File: config.mk
export PLATFORM = sky130hd
export DESIGN_NAME = card_shoe_arbiter_flat
export DESIGN_NICKNAME = d
export VERILOG_FILES = /design/src/rtl/card_shoe_arbiter_pkg.sv /design/src/rtl/card_shoe_arbiter_if.sv /design/src/rtl/card_shoe_arbiter_rank_pool.sv /design/src/rtl/card_shoe_arbiter.sv /design/src/flat_wrapper.sv
export SDC_FILE = /design/constraint.sdc
export NUM_CORES = 1
export LEC_CHECK = 0
export CORE_MARGIN = 3
export CORE_UTILIZATION = 60
export CTS_BUF_LIST = sky130_fd_sc_hd__clkbuf_4 sky130_fd_sc_hd__clkbuf_8 sky130_fd_sc_hd__clkbuf_16
export CTS_CLUSTER_SIZE = 30
export DETAILED_ROUTE_END_ITERATION = 8
export GPL_TIMING_DRIVEN = 0
export PLACE_DENSITY = 0.86
export SLEW_MARGIN = 40
export SYNTH_ARGS = -nofsm -noshare
export SYNTH_HDL_FRONTEND = slang
export SYNTH_SLANG_ARGS = --single-unit
File: constraint.sdc
create_clock -name clk -period 9.6 [get_ports clk]
set_input_delay 1.92 -clock clk [delete_from_list [all_inputs] [get_ports clk]]
set_output_delay 1.92 -clock clk [all_outputs]
set_load 0.05 [all_outputs]
File: src/rtl/card_shoe_arbiter_pkg.sv
// card_shoe_arbiter_pkg: shared rank constants, owner/state types and shoe refill helpers
package card_shoe_arbiter_pkg;
    localparam int RANK_ACE       = 1;
    localparam int RANK_TEN       = 10;
    localparam int CARDS_PER_RANK = 4;
    localparam int TENS_PER_DECK  = 16;

    typedef enum logic {OWN_PLAYER, OWN_DEALER} owner_e;
    typedef enum logic [1:0] {S_IDLE, S_SAMPLE, S_DELIVER} shoe_state_e;

    function automatic logic [7:0] full_count(input int rank, input int decks);
        return 8'((rank == RANK_TEN ? TENS_PER_DECK : CARDS_PER_RANK) * decks);
    endfunction
endpackage

File: src/rtl/card_shoe_arbiter_if.sv
// card_shoe_arbiter_if: draw handshake, RNG feed and shoe status between requesters and the shoe
interface card_shoe_arbiter_if;
    logic [3:0] rng_value;
    logic       p_req;
    logic       d_req;
    logic       shuffle;
    logic       p_ack;
    logic       d_ack;
    logic [3:0] card_out;
    logic [8:0] cards_left;
    logic       shoe_empty;
    logic       busy;

    modport master (
        output rng_value, p_req, d_req, shuffle,
        input  p_ack, d_ack, card_out, cards_left, shoe_empty, busy
    );
    modport slave (
        input  rng_value, p_req, d_req, shuffle,
        output p_ack, d_ack, card_out, cards_left, shoe_empty, busy
    );
endinterface

File: src/rtl/card_shoe_arbiter_rank_pool.sv
// card_shoe_arbiter_rank_pool: per-rank card counts with refill, decrement, hit lookup and fallback pick
module card_shoe_arbiter_rank_pool
    import card_shoe_arbiter_pkg::*;
#(
    parameter int NUM_DECKS = 1
) (
    input  logic       clk,
    input  logic       rst,
    input  logic       refill,
    input  logic       dec,
    input  logic [3:0] dec_rank,
    input  logic [3:0] query_rank,
    output logic       query_hit,
    output logic [3:0] lowest_rank,
    output logic [8:0] total
);
    logic [7:0] cnt [RANK_ACE:RANK_TEN];

    // refill every rank on reset or shuffle, otherwise remove the drawn card
    always_ff @(posedge clk) begin
        if (rst || refill) begin
            for (int r = RANK_ACE; r <= RANK_TEN; r++) cnt[r] <= full_count(r, NUM_DECKS);
        end else if (dec) begin
            for (int r = RANK_ACE; r <= RANK_TEN; r++)
                if (dec_rank == 4'(r) && cnt[r] != 8'd0) cnt[r] <= cnt[r] - 8'd1;
        end
    end

    // hit test for the sampled rank, lowest non-empty rank, and the shoe total as a sum of counts
    always_comb begin
        query_hit   = 1'b0;
        lowest_rank = 4'd0;
        total       = 9'd0;
        for (int r = RANK_TEN; r >= RANK_ACE; r--) begin
            total = total + 9'(cnt[r]);
            if (cnt[r] != 8'd0) lowest_rank = 4'(r);
            if (query_rank == 4'(r) && cnt[r] != 8'd0) query_hit = 1'b1;
        end
    end
endmodule

File: src/rtl/card_shoe_arbiter.sv
// card_shoe_arbiter: round-robin draw arbiter over a finite shoe fed by a free-running RNG
module card_shoe_arbiter
    import card_shoe_arbiter_pkg::*;
#(
    parameter int NUM_DECKS = 1,
    parameter int MAX_RETRY = 16
) (
    input logic                 clk,
    input logic                 rst,
    card_shoe_arbiter_if.slave  bus
);
    localparam int MW = $clog2(MAX_RETRY + 1);

    shoe_state_e   state;
    owner_e        owner, rr_last, grant;
    logic          pending, hit, last_try, take, refill;
    logic [MW-1:0] misses;
    logic [3:0]    lowest, pick;
    logic [8:0]    total;

    assign last_try = misses == MW'(MAX_RETRY - 1);
    assign take     = state == S_SAMPLE && (hit || last_try);
    assign pick     = hit ? bus.rng_value : lowest;
    assign refill   = state == S_IDLE && (bus.shuffle || pending);
    assign grant    = (bus.p_req && bus.d_req) ? (rr_last == OWN_DEALER ? OWN_PLAYER : OWN_DEALER)
                    : (bus.p_req ? OWN_PLAYER : OWN_DEALER);

    assign bus.cards_left = total;
    assign bus.shoe_empty = total == 9'd0;
    assign bus.busy       = state != S_IDLE;

    card_shoe_arbiter_rank_pool #(.NUM_DECKS(NUM_DECKS)) u_pool (
        .clk        (clk),
        .rst        (rst),
        .refill     (refill),
        .dec        (take),
        .dec_rank   (pick),
        .query_rank (bus.rng_value),
        .query_hit  (hit),
        .lowest_rank(lowest),
        .total      (total)
    );

    // shoe FSM: apply shuffles, arbitrate, sample the RNG until a hit or fallback, pulse the ack
    always_ff @(posedge clk) begin
        if (rst) begin
            state        <= S_IDLE;
            owner        <= OWN_PLAYER;
            rr_last      <= OWN_DEALER;
            pending      <= 1'b0;
            misses       <= '0;
            bus.p_ack    <= 1'b0;
            bus.d_ack    <= 1'b0;
            bus.card_out <= 4'd0;
        end else begin
            bus.p_ack <= 1'b0;
            bus.d_ack <= 1'b0;
            case (state)
                S_IDLE: begin
                    if (bus.shuffle || pending) begin
                        pending <= 1'b0;
                    end else if ((bus.p_req || bus.d_req) && !bus.shoe_empty) begin
                        owner   <= grant;
                        rr_last <= grant;
                        misses  <= '0;
                        state   <= S_SAMPLE;
                    end
                end
                S_SAMPLE: begin
                    if (bus.shuffle) pending <= 1'b1;
                    if (take) begin
                        bus.card_out <= pick;
                        bus.p_ack    <= owner == OWN_PLAYER;
                        bus.d_ack    <= owner == OWN_DEALER;
                        state        <= S_DELIVER;
                    end else begin
                        misses <= misses + MW'(1);
                    end
                end
                default: begin
                    if (bus.shuffle) pending <= 1'b1;
                    state <= S_IDLE;
                end
            endcase
        end
    end
endmodule

File: src/flat_wrapper.sv
// flat-port wrapper written by rule: the top's interface ports become plain ports
module card_shoe_arbiter_flat import card_shoe_arbiter_pkg::*;
#(
    parameter int NUM_DECKS = 1,
    parameter int MAX_RETRY = 16
)
  (clk, rst, bus_rng_value, bus_p_req, bus_d_req, bus_shuffle, bus_p_ack, bus_d_ack, bus_card_out, bus_cards_left, bus_shoe_empty, bus_busy);
  card_shoe_arbiter_if bus_i ();
  input logic clk;
  input logic rst;
  input wire logic [$bits(bus_i.rng_value)-1:0] bus_rng_value;
  input wire logic [$bits(bus_i.p_req)-1:0] bus_p_req;
  input wire logic [$bits(bus_i.d_req)-1:0] bus_d_req;
  input wire logic [$bits(bus_i.shuffle)-1:0] bus_shuffle;
  output wire logic [$bits(bus_i.p_ack)-1:0] bus_p_ack;
  output wire logic [$bits(bus_i.d_ack)-1:0] bus_d_ack;
  output wire logic [$bits(bus_i.card_out)-1:0] bus_card_out;
  output wire logic [$bits(bus_i.cards_left)-1:0] bus_cards_left;
  output wire logic [$bits(bus_i.shoe_empty)-1:0] bus_shoe_empty;
  output wire logic [$bits(bus_i.busy)-1:0] bus_busy;
  assign bus_i.rng_value = bus_rng_value;
  assign bus_i.p_req = bus_p_req;
  assign bus_i.d_req = bus_d_req;
  assign bus_i.shuffle = bus_shuffle;
  assign bus_p_ack = bus_i.p_ack;
  assign bus_d_ack = bus_i.d_ack;
  assign bus_card_out = bus_i.card_out;
  assign bus_cards_left = bus_i.cards_left;
  assign bus_shoe_empty = bus_i.shoe_empty;
  assign bus_busy = bus_i.busy;
  card_shoe_arbiter #(.NUM_DECKS(NUM_DECKS), .MAX_RETRY(MAX_RETRY)) u_core (.clk(clk), .rst(rst), .bus(bus_i));
endmodule
==> impl_metrics.yaml, run 1 <==
cells_and_area:
  fin_nets: 846
  antenna_cells: 0
  design_area_um2: 8300
  fillers: 892
  final_layout_size_suffix_gt1_frac: 0.102
  final_common_cell: "inv_1"
  final_cell_mix: "inv_1, edfxtp_1, fa_1, nor3_1, xnor2_1"
  seqCellArea_um2: 2720
  synthToLayoutAreaGrowth_pct: 11.2
  multiInputGateArea_um2: 4330
power_and_ir_drop:
  p_sw_mw: 1.56
  clkPwrFrac: 0.119
  power_density_nw_per_um2: 362
  combPwrFrac: 0.706
  p_sw_frac: 0.518
  p_leak_nw: 3.04
  ir_worst_vdd_mv: 0.340
  internal_power_mw: 1.45
  power_mw: 3.00
  power_frac_seq: 0.174
sta:
  drv_slew: 0
  setup_tns_ns: 0
  worstMarginPinSlew_ns: 0.844
  post-route-period-util: 0.866
  max_slew_margin: 0.423
  worst_hold_slack_ns: 0.444
  finalSetupViolCount: 0
  period_needed_ns: 8.32
  rsz0062_at_grt: "false"
  hold_violations: 0
  fmax_mhz: 120
  finClkSkew_ns: 0.0103
worst_setup_path:
  critPathCaptureType: "output port"
  crit_start: "u_core.u_pool.cnt[0][10]"
  slowest_delay_ns: 0.82
  r2r_setup_slack_ns: 3.15
  worstSetupPathType: "register to output port"
  crit_path_end: "bus_shoe_empty"
  cp_slowest_cell: "clkdlybuf4s50_1"
  cp_max_fo: 5
  regToRegStartpoint: "u_core.u_pool.cnt[0][10]"
  critPathArrivalTime_ns: 6.40
  start_kind: "register"
  path_cells: "inv_1 -> fa_1 -> inv_1 -> fa_1 -> fa_1 -> inv_1 -> fa_1 -> inv_1 -> fa_1 -> inv_1 -> fa_1 -> inv_1 -> or4_1 -> or4_1 -> nor3_1 -> clkdlybuf4s50_1"
  critPathRequiredTime_ns: 7.68
  timing.rr.end: "u_core.misses[0]"
  r2r_cells: 17
die:
  die_area_um2: 13800
  die_w_um: 118
  row_count: 40
  fp.coreArea_um2: 12100
  die_h_um: 118
  start_util: 0.616
  num_io_pins: 26
placement:
  gp_congestion: 0.972
  portBuffers: 24
  post-dp-hpwl_um: 14400
  place_area_um2: 8000
synthesis:
  yosysTopAreaCellShare: 0.322
  synth-seq-cells: 96
  syn-num-nets: 810
  synth_edf_count: 80
  synth_flop_cell: "edfxtp_1"
  yosys_warnings: 0
  async_flop_share: 0
  synthCells: 712
  ys_seq_area_frac: 0.365
  yosysTopAreaCell: "edfxtp_1"
  yosysUniqueCellTypes: 63
  netlist_area_um2: 7460
  syn_avg_cell_area_um2: 10.5
  synth_area_leaders: "edfxtp_1, fa_1, inv_1"
route:
  ant_nets: 0
  wl_met1_um: 7330
  viasPerCell: 6.16
  drc: 0
  drt_iter0_drc: 513
  drt-wirelength-per-cell_um: 19.9
  postRouteWirelength_um: 18300
  met2_length_um: 8920
  first_pass_iters: 5
  wl_met3_um: 1620
  via_count: 5672
  routed.top_layer: "met4"
clock_network:
  cts_tree: "done"
  htreeDepth: 3
  cts_hold_buf: 0
  clkSinkCount: 96
  ctsResizeCount: 0
  cts_made_buffers: 9
  cts_root_buffer: "clkbuf_16"
  clock_path_buffers: 2
  cts_setup_buffers: 0
  clock_latency_ns: 0.36
  clk_pin_slew_ns: 0.07
grt:
  antenna_found_initial: 0
  grt_max_degree: 16
  gr-total-overflow: 0
  grt_util_all_layers: 0.272
  grt_pass1_wl_um: 29600
  grt_pass1_vias: 5742
run_status:
  run_status: "completed"
min_path:
  hp-class: "register to register"
  worstHoldStart: "u_core.owner"
run:
  drv_cap: 0
[synth_stat cells, types with 15 or more instances]
master	n
xor2_1	24
xnor2_1	45
edfxtp_1	80
nor4_1	37
nand3_1	15
nor2_1	39
inv_1	105
ha_1	31
nor3_2	20
nor3_1	55
fa_1	58
nand2_1	25
dfxtp_1	16
[worst min path at each step]
stage	slack, ns	end	cells past startpoint
2_1_floorplan	0.42	u_core.bus.p_ack	1
3_3_place_gp	0.43	u_core.bus.p_ack	1
3_5_place_dp	0.44	u_core.bus.p_ack	1
4_1_cts	0.45	u_core.bus.p_ack	1
5_1_grt	0.49	u_core.bus.p_ack	1
6_report	0.44	u_core.bus.p_ack	1
[through the flow]
| stage | cells | setup slack [ns] | util |
|---|---|---|---|
| after floorplan | 712 | 1.56 | - |
| after global placement | 904 | 1.75 | 0.654 |
| after detailed placement | 905 | 1.66 | 0.660 |
| after CTS | 921 | 1.27 | 0.684 |
| after global routing | 921 | 1.08 | 0.685 |
| final | 921 | 1.28 | 0.685 |
[power by group through the flow]
stage          Combinational, mW  Clock, mW  Sequential, mW
2_1_floorplan               1.55          0           0.523
4_1_cts                     2.11      0.359           0.523
3_3_place_gp                2.03          0           0.530
6_report                    2.12      0.359           0.524
3_5_place_dp                2.10          0           0.531
5_1_grt                     2.27      0.378           0.527
[flip-flops by register name, indices dropped and copies added (netlist names)]
name                 count
u_core.bus.card_out      4
u_core.owner             1
u_core.u_pool.cnt       80
u_core.bus.d_ack         1
u_core.misses            5
u_core.state             2
u_core.bus.p_ack         1
u_core.pending           1
u_core.rr_last           1
[area by class of cell]
| class | instances | area share |
|---|---|---|
| timing repair buffer | 25 | 0.0295 |
| sequential | 96 | 0.328 |
| multi-input combinational | 491 | 0.522 |
| clock buffer | 12 | 0.0320 |
| tap | 168 | 0.0253 |
| clock inverter | 4 | 0.00286 |
| buffer | 20 | 0.0130 |
| inverter | 105 | 0.0475 |
[logic make-up after synthesis]
family,synth area share
compound gates,0.0664
simple gates,0.205
xor+xnor,0.0810
flops,0.365
mux,0.00838
fa+ha+maj,0.208
buf+inv,0.0670
[per-layer routing]
layer,vias up,track usage
met2,272,0.447
met1,2774,0.356
met3,38,0.0726
met5,-,0
met4,0,0.0850
li1,2588,-
[worst max-delay path, delay by kind of cell (launching register included)]
kind | cells | cell delay, ns
buffers and inverters | 7 | 1.23
AND/OR/NAND/NOR | 3 | 1.11
adder cells (fa/ha/maj) | 6 | 3.26
flip-flops | 1 | 0.44
Note: power is estimated with default switching activity, not from simulation.
==> inputs of run 2 (changes only) <==
TNS_END_PERCENT = 20   (was not set)
==> results of run 2 <==
No change in the layout: final DEF, timing and power equal those of run 1.
==> inputs of run 3 (changes only) <==
CORE_MARGIN = 5   (was 3)
PLACE_DENSITY = 0.79   (was 0.86)
==> impl_metrics.yaml, run 3 (synthesis gave the netlist of run 1 again) <==
route:
  viasPerCell: 6.14
  via_count: 5664
  drc: 0
  postRouteWirelength_um: 18000
  drt-wirelength-per-cell_um: 19.5
  drt_iter0_drc: 463
  first_pass_iters: 6
  ant_nets: 0
sta:
  hold_violations: 0
  setup_tns_ns: 0
  rsz0062_at_grt: "false"
  worstMarginPinSlew_ns: 0.787
  post-route-period-util: 0.863
  fmax_mhz: 121
  finalSetupViolCount: 0
  max_slew_margin: 0.462
  drv_slew: 0
  period_needed_ns: 8.29
  finClkSkew_ns: 0.00710
cells_and_area:
  design_area_um2: 8320
  regMostFlops: "u_core.u_pool.cnt"
  reg.largest.list: "u_core.u_pool.cnt (80), u_core.misses (5), u_core.bus.card_out (4)"
  final_core_util: 0.687
  fin_nets: 847
  antenna_cells: 0
  final_layout_size_suffix_gt1_frac: 0.106
  synthToLayoutAreaGrowth_pct: 11.4
  largest_reg_flops: 80
  final_common_cell: "inv_1"
  final_cell_mix: "inv_1, edfxtp_1, fa_1, nor3_1, xnor2_1"
grt:
  antenna_found_initial: 0
  grt_util_all_layers: 0.261
  grt_pass1_vias: 5705
  grt_max_degree: 16
  grt_pass1_wl_um: 29500
  gr-total-overflow: 0
power_and_ir_drop:
  p_sw_mw: 1.54
  power_frac_seq: 0.175
  combPwrFrac: 0.699
  p_leak_nw: 3.05
  ir_worst_vdd_mv: 0.453
  power_density_nw_per_um2: 360
  internal_power_mw: 1.46
  p_sw_frac: 0.512
  clkPwrFrac: 0.126
clock_network:
  cts_root_buffer: "clkbuf_16"
  clock_path_buffers: 2
  cts_hold_buf: 0
  clkSinkCount: 96
  ctsResizeCount: 0
  htreeDepth: 3
  clock_latency_ns: 0.36
  clk_pin_slew_ns: 0.07
  cts_setup_buffers: 0
  cts_made_buffers: 9
  cts_tree: "done"
run_status:
  run_status: "completed"
worst_setup_path:
  regToRegStartpoint: "u_core.u_pool.cnt[0][10]"
  cp_slowest_cell: "clkdlybuf4s50_1"
  slowest_delay_ns: 0.82
  r2r_cells: 17
  critPathRequiredTime_ns: 7.68
  critPathArrivalTime_ns: 6.37
  worstSetupPathType: "register to output port"
  start_kind: "register"
  critPathCaptureType: "output port"
  crit_start: "u_core.u_pool.cnt[0][10]"
  cp_max_fo: 5
  path_cells: "inv_1 -> fa_1 -> inv_1 -> fa_1 -> fa_1 -> inv_1 -> fa_1 -> inv_1 -> fa_1 -> inv_1 -> fa_1 -> inv_1 -> or4_1 -> or4_1 -> nor3_1 -> clkdlybuf4s50_1"
die:
  fp.coreArea_um2: 12100
  die_h_um: 122
  die_area_um2: 14800
  die_w_um: 122
  start_util: 0.616
  row_count: 40
  num_io_pins: 26
min_path:
  worstHoldStart: "u_core.bus.card_out[0]"
  whs_path_depth: 2
  hp-class: "register to register"
placement:
  post-dp-hpwl_um: 14300
  portBuffers: 24
  gp_congestion: 0.965
  place_area_um2: 8000
run:
  drv_cap: 0
[run 3: worst max-delay path: cells and delay by family (launching register included)]
kind | cells | cell delay (ns)
adder cells (fa/ha/maj) | 6 | 3.22
flip-flops | 1 | 0.42
buffers and inverters | 7 | 1.25
AND/OR/NAND/NOR | 3 | 1.12
[run 3: per-layer routing]
layer	routed length (um)	track usage	up-vias
li1	-	-	2587
met1	7470	0.355	2763
met2	8430	0.410	267
met3	1520	0.0571	47
met4	597	0.106	0
met5	0	0	-
[run 3: layout make-up]
class                           instances  area [um^2]
Buffer                                 20          108
Clock buffer                           12          254
Clock inverter                          4         51.3
Fill cell                             932         3790
Inverter                              105          394
Multi-Input combinational cell        491         4330
Sequential cell                        96         2720
Tap cell                              168          210
Timing Repair Buffer                   26          250
[run 3: path summary, 6_finish.rpt]
path                            end  slack (ns)
min          u_core.bus.card_out[0]        0.47
max                  bus_shoe_empty        1.31
min reg2reg  u_core.bus.card_out[0]        0.47
max reg2reg        u_core.misses[4]        3.17
[run 3: power by group through the flow]
stage / Clock [mW] / Combinational, mW / Sequential, mW
finish: 0.378 / 2.10 / 0.524
detailed placement: 0 / 2.09 / 0.532
global placement: 0 / 2.03 / 0.530
CTS: 0.381 / 2.11 / 0.523
floorplan: 0 / 1.55 / 0.523
global route: 0.409 / 2.30 / 0.527
[run 3: per-stage QoR]
| step | setup slack (ns) | power (mW) | cells | hold WS (ns) |
|---|---|---|---|---|
| final | 1.31 | 3.00 | 922 | 0.469 |
| after global routing | 1.05 | 3.24 | 922 | 0.499 |
| after CTS | 1.29 | 3.01 | 922 | 0.462 |
| after detailed placement | 1.69 | 2.63 | 906 | 0.448 |
| after global placement | 1.74 | 2.56 | 904 | 0.431 |
| after floorplan | 1.56 | 2.08 | 712 | 0.415 |
